File: src/rtl/lzc_pipe.sv
// Two-stage pipelined leading/trailing zero/one counter with valid/ready handshake.
// Stage 1 holds per-byte summaries; stage 2 holds the registered count, all-flag and tag.
module lzc_pipe #(
    parameter int WIDTH = 32,
    parameter int TAG_W = 4
) (
    input  logic                   clk,
    input  logic                   rst,
    input  logic                   in_valid,
    output logic                   in_ready,
    input  logic [WIDTH-1:0]       in_data,
    input  logic [1:0]             in_mode,
    input  logic [TAG_W-1:0]       in_tag,
    output logic                   out_valid,
    input  logic                   out_ready,
    output logic [$clog2(WIDTH):0] out_count,
    output logic                   out_all,
    output logic [TAG_W-1:0]       out_tag
);

    localparam int NG = WIDTH / 8;
    localparam int CW = $clog2(WIDTH) + 1;

    function automatic logic [2:0] byte_lz(input logic [7:0] b);
        logic [2:0] pos;
        logic       hit;
        pos = 3'd0;
        hit = 1'b0;
        for (int i = 7; i >= 0; i--) begin
            if (!hit && b[i]) begin
                hit = 1'b1;
                pos = 3'(7 - i);
            end
        end
        return pos;
    endfunction

    logic [WIDTH-1:0]       norm;
    logic [NG-1:0]          grp_zero;
    logic [NG-1:0][2:0]     grp_pos;

    logic                   s1_valid;
    logic [NG-1:0]          s1_zero;
    logic [NG-1:0][2:0]     s1_pos;
    logic [TAG_W-1:0]       s1_tag;

    logic                   s2_valid;
    logic [CW-1:0]          s2_count;
    logic                   s2_all;
    logic [TAG_W-1:0]       s2_tag;

    logic                   s1_adv;
    logic                   s2_adv;
    logic                   lead_hit;
    logic [CW-1:0]          lead_count;
    logic                   lead_all;

    // Every mode becomes a leading-zero count: trailing modes reverse, ones modes invert.
    always_comb begin
        for (int i = 0; i < WIDTH; i++) begin
            norm[i] = in_mode[0] ? in_data[WIDTH-1-i] : in_data[i];
        end
        if (in_mode[1]) begin
            norm = ~norm;
        end
    end

    always_comb begin
        for (int g = 0; g < NG; g++) begin
            grp_zero[g] = (norm[8*g +: 8] == 8'd0);
            grp_pos[g]  = byte_lz(norm[8*g +: 8]);
        end
    end

    // Handshake: a stage advances when it is empty or the stage after it advances;
    // a transfer happens on a rising edge where valid and ready are both high.
    // in_ready depends combinationally on out_ready (no skid buffer).
    assign s2_adv   = ~s2_valid | out_ready;
    assign s1_adv   = ~s1_valid | s2_adv;
    assign in_ready = s1_adv;

    always_comb begin
        lead_hit   = 1'b0;
        lead_count = CW'(WIDTH);
        lead_all   = 1'b1;
        for (int g = NG - 1; g >= 0; g--) begin
            if (!lead_hit && !s1_zero[g]) begin
                lead_hit   = 1'b1;
                lead_all   = 1'b0;
                lead_count = CW'(8 * (NG - 1 - g)) + CW'(s1_pos[g]);
            end
        end
    end

    always_ff @(posedge clk) begin
        if (rst) begin
            s1_valid <= 1'b0;
            s1_zero  <= '0;
            s1_pos   <= '0;
            s1_tag   <= '0;
            s2_valid <= 1'b0;
            s2_count <= '0;
            s2_all   <= 1'b0;
            s2_tag   <= '0;
        end else begin
            if (s1_adv) begin
                s1_valid <= in_valid;
                if (in_valid) begin
                    s1_zero <= grp_zero;
                    s1_pos  <= grp_pos;
                    s1_tag  <= in_tag;
                end
            end
            // Result registers only change on a load, so they hold through a stall.
            if (s2_adv) begin
                s2_valid <= s1_valid;
                if (s1_valid) begin
                    s2_count <= lead_count;
                    s2_all   <= lead_all;
                    s2_tag   <= s1_tag;
                end
            end
        end
    end

    assign out_valid = s2_valid;
    assign out_count = s2_count;
    assign out_all   = s2_all;
    assign out_tag   = s2_tag;

endmodule
File: config.mk
export PLATFORM = sky130hd
export DESIGN_NAME = lzc_pipe
export DESIGN_NICKNAME = d
export VERILOG_FILES = /design/src/rtl/lzc_pipe.sv
export SDC_FILE = /design/constraint.sdc
export NUM_CORES = 1
export LEC_CHECK = 0
export ABC_AREA = 1
export BUFFER_PORTS_ARGS = -buffer_cell sky130_fd_sc_hd__clkbuf_2
export CAP_MARGIN = 20
export CORE_AREA = 10 10 80 82
export CTS_CLUSTER_SIZE = 20
export DETAILED_ROUTE_END_ITERATION = 7
export DIE_AREA = 0 0 90 92
export GPL_ROUTABILITY_DRIVEN = 0
export GPL_TIMING_DRIVEN = 0
export PLACE_DENSITY = 0.77
export SLEW_MARGIN = 20
export SYNTH_ARGS = -nofsm -noshare
export SYNTH_HDL_FRONTEND = slang
export SYNTH_SLANG_ARGS = --single-unit
File: constraint.sdc
create_clock -name clk -period 2.2 [get_ports clk]
set_clock_uncertainty 0.2 [all_clocks]
set_input_delay 0.33 -clock clk [delete_from_list [all_inputs] [get_ports clk]]
set_output_delay 0.33 -clock clk [all_outputs]
set_load 0.005 [all_outputs]
==> impl_results.md, run 1 <==
* Clock transition at the registers of the reported paths at 0.06 ns
* HP Class: primary input to register
* First-pass GRT wire length at 11300 um
* Die Y at 92 um
* Largest net degree at the start of global routing at 11
* Worst setup margin at 0.193 ns
* Max clock buf depth at 2
* Clock Latency Late Sink at 0.28 ns
* Top post-synthesis cells by area: dfxtp_1 25%, nand2_1 19%, nor2_1 7.3%, o21ai_0 7.0%, nand3_1 6.6%
* Worst R2R Path Depth at 6
* Mapped Avg Cell Area at 6.04 sq um
* Row count at 26
* Arrival @ worst endpoint at 1.97 ns
* Drt drc at 0
* Placed cell count at 550
* IO Count at 55
* CP max stage delay at 0.35 ns
* Final worst-path cycle share at 91.2%
* Share of cells above drive strength 1 at 21.1%
* WL final at 6530 um
* Sink Count at 32
* Final number of hold-violating endpoints at 0
* Hold buffer count at CTS at 0
* Reg2Reg Setup Slack at 0.19 ns
* Postcts setup bufs at 0
* Worst-margin pin slew at 0.454 ns
* Upper clock frequency limit at 498 MHz
* DR pass1 iterations at 4
* Via-per-instance ratio at 4.95
* Initial Utilization at 52.5%
* Outcome: complete, no violations
* Area growth syn-to-layout at 18.6%
* Final setup viols at 0
* Mapped Nets at 469
* CP max stage cell: dfxtp_1
* Worst EP required at 2.16 ns
* Crit path from: out_valid
* Total of max-cap violations at 0
* Synth Cell Area at 0.00258 sq mm
* Seq cells post-synth at 32
* Startpoint types: register
* # fillers at 480
* Cts bufs inserted at 5
* Port buffer count at 53
* WL/cell at 11.7 um
* CP delay by family, top: buffers and inverters
* Antenna fix cells at 0
* Clock root buffer: clkbuf_8
* WHS at 0.0822 ns
* Die Wd at 90 um
* Ys Warns at 0
* Reg2reg start: out_valid
* Die area at 0.00828 sq mm
* Tmin final at 2.01 ns
* Max FO, Critical Path at 10
* CTS tree: built
* Via count at 2761
* Gr ovfl total at 0
* Crit path kind: register to register
* Final #Nets at 529
* Slew Viols, Final at 0
* RSZ-0062 raised after global routing: no
* Post-route ant nets at 0
* Crit. path cell count at 6
* Register area at 641 sq um
* Critical-path cell list: nand3_1, nand2_1, clkinv_1, clkbuf_1, o21ai_0, nor2_1
* Maximum vdd drop at 308 uV
* Reg2reg end: s1_zero[3]
* Core area at 0.00491 sq mm
* Multi-input gate area at 0.00162 sq mm
* Initial antenna violation count at 0
* Top cell type's share of synthesized area at 24.8%
* Post-cts resize count at 0
* CP endpoint: s1_zero[3]
* Slew headroom at 69.5%
* Pre-CTS setup slack at 0.130 ns
* Final cell count without fillers at 558
* Area leader, netlist: dfxtp_1
* Buffer and inverter count on the worst path at 2
* Crit. End Element: register
* PwrDens at 564 mW/mm^2
* Synth cell types at 33
* Cell leakage power at 0.00159 uW
* Final HPWL DP at 5300 um
* Cells after Synth at 427
* Vias in the first global route at 2627
* Seq/Total Area, Yosys at 24.8%
* GRT Resource Usage Total at 15.6%
* Drt initial violations at 143
* # H-tree levels at 2
* Fin Setup TNS at 0 ns
-- flip-flops by register name (all words and copies together), names as in the netlist --
| register | flops |
|---|---|
| out_tag | 4 |
| out_valid | 1 |
| s1_zero | 4 |
| s1_tag | 4 |
| s1_valid | 1 |
| out_count | 6 |
| s1_pos | 12 |
-- kinds of logic after synthesis --
family	share of synthesized area, %
DFF	24.8
AOI/OAI and AO/OA	14.8
buffers and inverters	12.2
xor gates and xnor gates	6.31
and+or+nand+nor	41.8
-- cells in the final DEF (no fill, tap or decap), types with 2 or more instances in the layout --
cell type / n
buf_6: 5
nand2_2: 13
nand3_1: 34
nor3_1: 2
xor2_1: 13
clkbuf_8: 7
a221oi_1: 2
nand3_2: 2
o21bai_1: 2
a31oi_1: 4
buf_2: 4
o21ai_1: 5
clkbuf_2: 53
nor2_2: 2
buf_8: 2
dfxtp_1: 32
inv_1: 39
buf_4: 3
a21oi_1: 18
xor2_2: 3
o21ai_0: 36
nand2_1: 130
nor2_4: 4
nand4_1: 7
clkbuf_1: 6
nor2_1: 50
-- Yosys cell counts --
cell type,n
a21o_1,1
a21oi_1,18
a221oi_1,2
a31oi_1,4
buf_2,4
buf_4,3
buf_6,5
buf_8,2
clkbuf_1,6
clkinv_1,1
dfxtp_1,32
inv_1,39
inv_2,1
inv_6,1
nand2_1,130
nand2_2,13
nand3_1,34
nand3_2,2
nand3b_1,1
nand4_1,7
nand4_2,1
nor2_1,50
nor2_2,2
nor2_4,4
nor3_1,2
o211ai_1,1
o21ai_0,36
o21ai_1,5
o21ai_2,1
o21bai_1,2
o22ai_1,1
xor2_1,13
xor2_2,3
-- layer usage --
| metal | GRT usage (%) | routed length [um] | vias up | part of all wire, % |
|---|---|---|---|---|
| met2 | 27.0 | 3020 | 74 | 46 |
| met1 | 18.5 | 2990 | 1191 | 46 |
| li1 | - | - | 1487 | - |
| met3 | 3.67 | 410 | 9 | 6.3 |
| met4 | 5.17 | 102 | 0 | 1.6 |
| met5 | 0 | 0 | - | 0 |
-- where the power goes --
group          leakage (uW)  switching, uW  internal, uW
Clock             0.0000645            208           399
Sequential         0.000264           20.8           620
Combinational       0.00126            296           182
Total               0.00159            525          1200
-- layout make-up --
type | instances | share of cell area [%]
repair buffers | 53 | 8.67
well taps | 70 | 2.86
clock inverters | 1 | 0.982
multi-input cells | 333 | 53.1
flip-flops and latches | 32 | 20.9
clock buffers | 7 | 3.15
inverters | 42 | 5.32
plain buffers | 20 | 4.95
-- per-stage QoR --
step	power [uW]	utilization, %	area, sq um
6_report	1730	62.3	3060
3_3_place_gp	1120	59.7	2930
5_1_grt	1830	62.3	3060
2_1_floorplan	993	-	2580
3_5_place_dp	1130	59.7	2930
4_1_cts	1730	62.3	3060
-- worst min-delay path by stage --
stage | startpoint | end | slack, ns | cells after the start
finish | rst | out_valid | 0.08 | 2
global route | rst | out_valid | 0.09 | 2
CTS | rst | out_valid | 0.07 | 2
detailed placement | s1_tag[3] | s1_tag[3] | 0.27 | 2
global placement | s1_tag[1] | s1_tag[1] | 0.26 | 2
floorplan | rst | out_valid | 0.20 | 1
Power figures use the tool's default switching activity.
==> inputs of run 2 (changes only) <==
==> config.mk (replaced) <==
export PLATFORM = sky130hd
export DESIGN_NAME = lzc_pipe
export DESIGN_NICKNAME = d
export VERILOG_FILES = /design/src/rtl/lzc_pipe.sv
export SDC_FILE = /design/constraint.sdc
export NUM_CORES = 1
export LEC_CHECK = 0
export ABC_AREA = 1
export CAP_MARGIN = 20
export CORE_AREA = 10 10 77 79
export CTS_CLUSTER_DIAMETER = 100
export CTS_CLUSTER_SIZE = 20
export DETAILED_ROUTE_END_ITERATION = 7
export DIE_AREA = 0 0 87 89
export DONT_BUFFER_PORTS = 1
export GPL_ROUTABILITY_DRIVEN = 0
export GPL_TIMING_DRIVEN = 0
export PLACE_DENSITY = 0.73
export SLEW_MARGIN = 40
export SYNTH_ARGS = -nofsm -noshare
export SYNTH_HDL_FRONTEND = slang
export SYNTH_SLANG_ARGS = --single-unit
==> impl_results.md, run 2 (same netlist as run 1, synthesis figures left out) <==
* Antenna fix cells at 0 (unchanged)
* Clock transition at the registers of the reported paths at 0.06 ns (about the same)
* Final setup viols at 0 (unchanged)
* Total of max-cap violations at 0 (unchanged)
* Die Y at 89 um (-3.3%)
* Final #Nets at 477 (-9.8%)
* Max FFs per register at 12 (unchanged)
* Crit. End Element: register
* HP Class: primary input to register
* Vias in the first global route at 2418 (-8.0%)
* Startpoint types: register
* Sink Count at 32 (unchanged)
* Cts bufs inserted at 5 (unchanged)
* Postcts setup bufs at 0 (unchanged)
* Final HPWL DP at 5150 um (-2.8%)
* IO Count at 55 (unchanged)
* Worst-margin pin slew at 0.433 ns (-0.0214 ns)
* CP max stage cell: dfxtp_1
* Core area at 0.00454 sq mm (-7.7%)
* RSZ-0062 raised after global routing: no
* Slew Viols, Final at 0 (unchanged)
* Clock root buffer: clkbuf_8
* First-pass GRT wire length at 10700 um (-5.3%)
* DR pass1 iterations at 4 (unchanged)
* CP max stage delay at 0.37 ns (+0.02 ns)
* Row count at 25 (-3.8%)
* Port buffer count at 0 (-100%)
* Maximum vdd drop at 245 uV (-20%)
* Drt drc at 0 (unchanged)
* Final number of hold-violating endpoints at 0 (unchanged)
* Largest net degree at the start of global routing at 11 (unchanged)
* GRT Resource Usage Total at 16.7% (+1.1 points)
* Design Area, Final at 0.00277 sq mm (-9.4%)
* Outcome: complete, no violations
* Tmin final at 1.87 ns (-0.135 ns)
* Commonest non-fill, non-tap cells in the layout: 129 x nand2_1, 50 x nor2_1, 39 x inv_1, 36 x o21ai_0, 34 x nand3_1
* Cell leakage power at 0.00136 uW (-14%)
* Clock Latency Late Sink at 0.28 ns (about the same)
* # H-tree levels at 2 (unchanged)
* Commonest non-fill, non-tap cell in the layout: nand2_1
* Most flop-heavy register: s1_pos
* Share of cells above drive strength 1 at 11.7% (-9.4 points)
* Slew headroom at 71.1% (+1.7 points)
* Die Wd at 87 um (-3.3%)
* Upper clock frequency limit at 534 MHz (+7.2%)
* Worst EP required at 2.16 ns (about the same)
* Arrival @ worst endpoint at 1.83 ns (-0.14 ns)
* WL/cell at 13.2 um (+13%)
* WL final at 6470 um (-0.95%)
* Crit path kind: register to register
* Via-per-instance ratio at 5.37 (+8.4%)
* Die area at 0.00774 sq mm (-6.5%)
* Drt initial violations at 86 (-40%)
* DP Area at 0.00265 sq mm (-9.7%)
* Critical-path cell list: nand3_1, nand2_2, clkinvlp_4, clkbuf_1, o21ai_0, nor2_1
* Max clock buf depth at 2 (unchanged)
* Post-route ant nets at 0 (unchanged)
* Final worst-path cycle share at 85.1% (-6.1 points)
* Area growth syn-to-layout at 7.42%
* Initial antenna violation count at 0 (unchanged)
* Pwr Total at 1590 uW (-7.6%)
* Max FO, Critical Path at 10 (unchanged)
* Post-Route Utilization at 61.1% (-1.2 points)
* CTS tree: built
* Gr ovfl total at 0 (unchanged)
* Fin Setup TNS at 0 ns (unchanged)
* Via count at 2629 (-4.8%)
* PwrDens at 575 mW/mm^2 (+2.0%)
* Initial Utilization at 56.9% (+4.4 points)
* # fillers at 454 (-5.4%)
## run 2: power by group
group,switching (uW),internal [uW]
clock network,194,335
logic,269,150
registers,24.9,620
total,488,1110
## run 2: what timing repair did
item	4_1_cts	5_1_grt
resized for setup	0	2
endpoints found under the setup margin	0	17
hold buffers	1	0
hold endpoints to repair	3	0
## run 2: final timing paths
check,from,end,slack [ns],depth (start not counted)
hold reg to reg,s1_tag[3],s1_tag[3],0.28,2
setup reg to reg,out_valid,s1_pos[7],0.33,6
hold / removal,rst,s1_pos[6],0.008,3
setup / recovery,out_valid,s1_pos[7],0.33,6
## run 2: final cells by class
| class | count | area [sq um] | area share [%] |
|---|---|---|---|
| plain buffers | 20 | 151 | 5.47 |
| clock buffers | 6 | 72.6 | 2.62 |
| clock inverters | 2 | 35.0 | 1.26 |
| inverters | 42 | 166 | 6.01 |
| multi-input cells | 333 | 1630 | 58.7 |
| flip-flops and latches | 32 | 641 | 23.1 |
| well taps | 54 | 67.6 | 2.44 |
| repair buffers | 1 | 10.0 | 0.361 |
## run 2: per-layer routing
layer  global-route usage (%)  up-vias  wire length (um)
met5                        0        -                 0
li1                         -     1386                 -
met1                     19.6     1152              2760
met4                     5.89        0                95
met2                     27.9       84              2990
met3                     5.38        7               621
## run 2: through the flow
stage | hold slack, ns | setup WS [ns] | cells
3_5_place_dp | 0.205 | 0.146 | 481
4_1_cts | 0.00277 | 0.131 | 490
3_3_place_gp | 0.201 | 0.150 | 481
2_1_floorplan | 0.199 | 0.482 | 427
6_report | 0.00785 | 0.328 | 490
5_1_grt | 0.0325 | 0.0982 | 490
## run 2: worst max-delay path, delay by kind of cell (launching register included)
family	cells	cell delay, ns
AND/OR/NAND/NOR	3	0.47
flip-flops	1	0.37
buffers and inverters	2	0.49
AO/OA/AOI/OAI	1	0.22
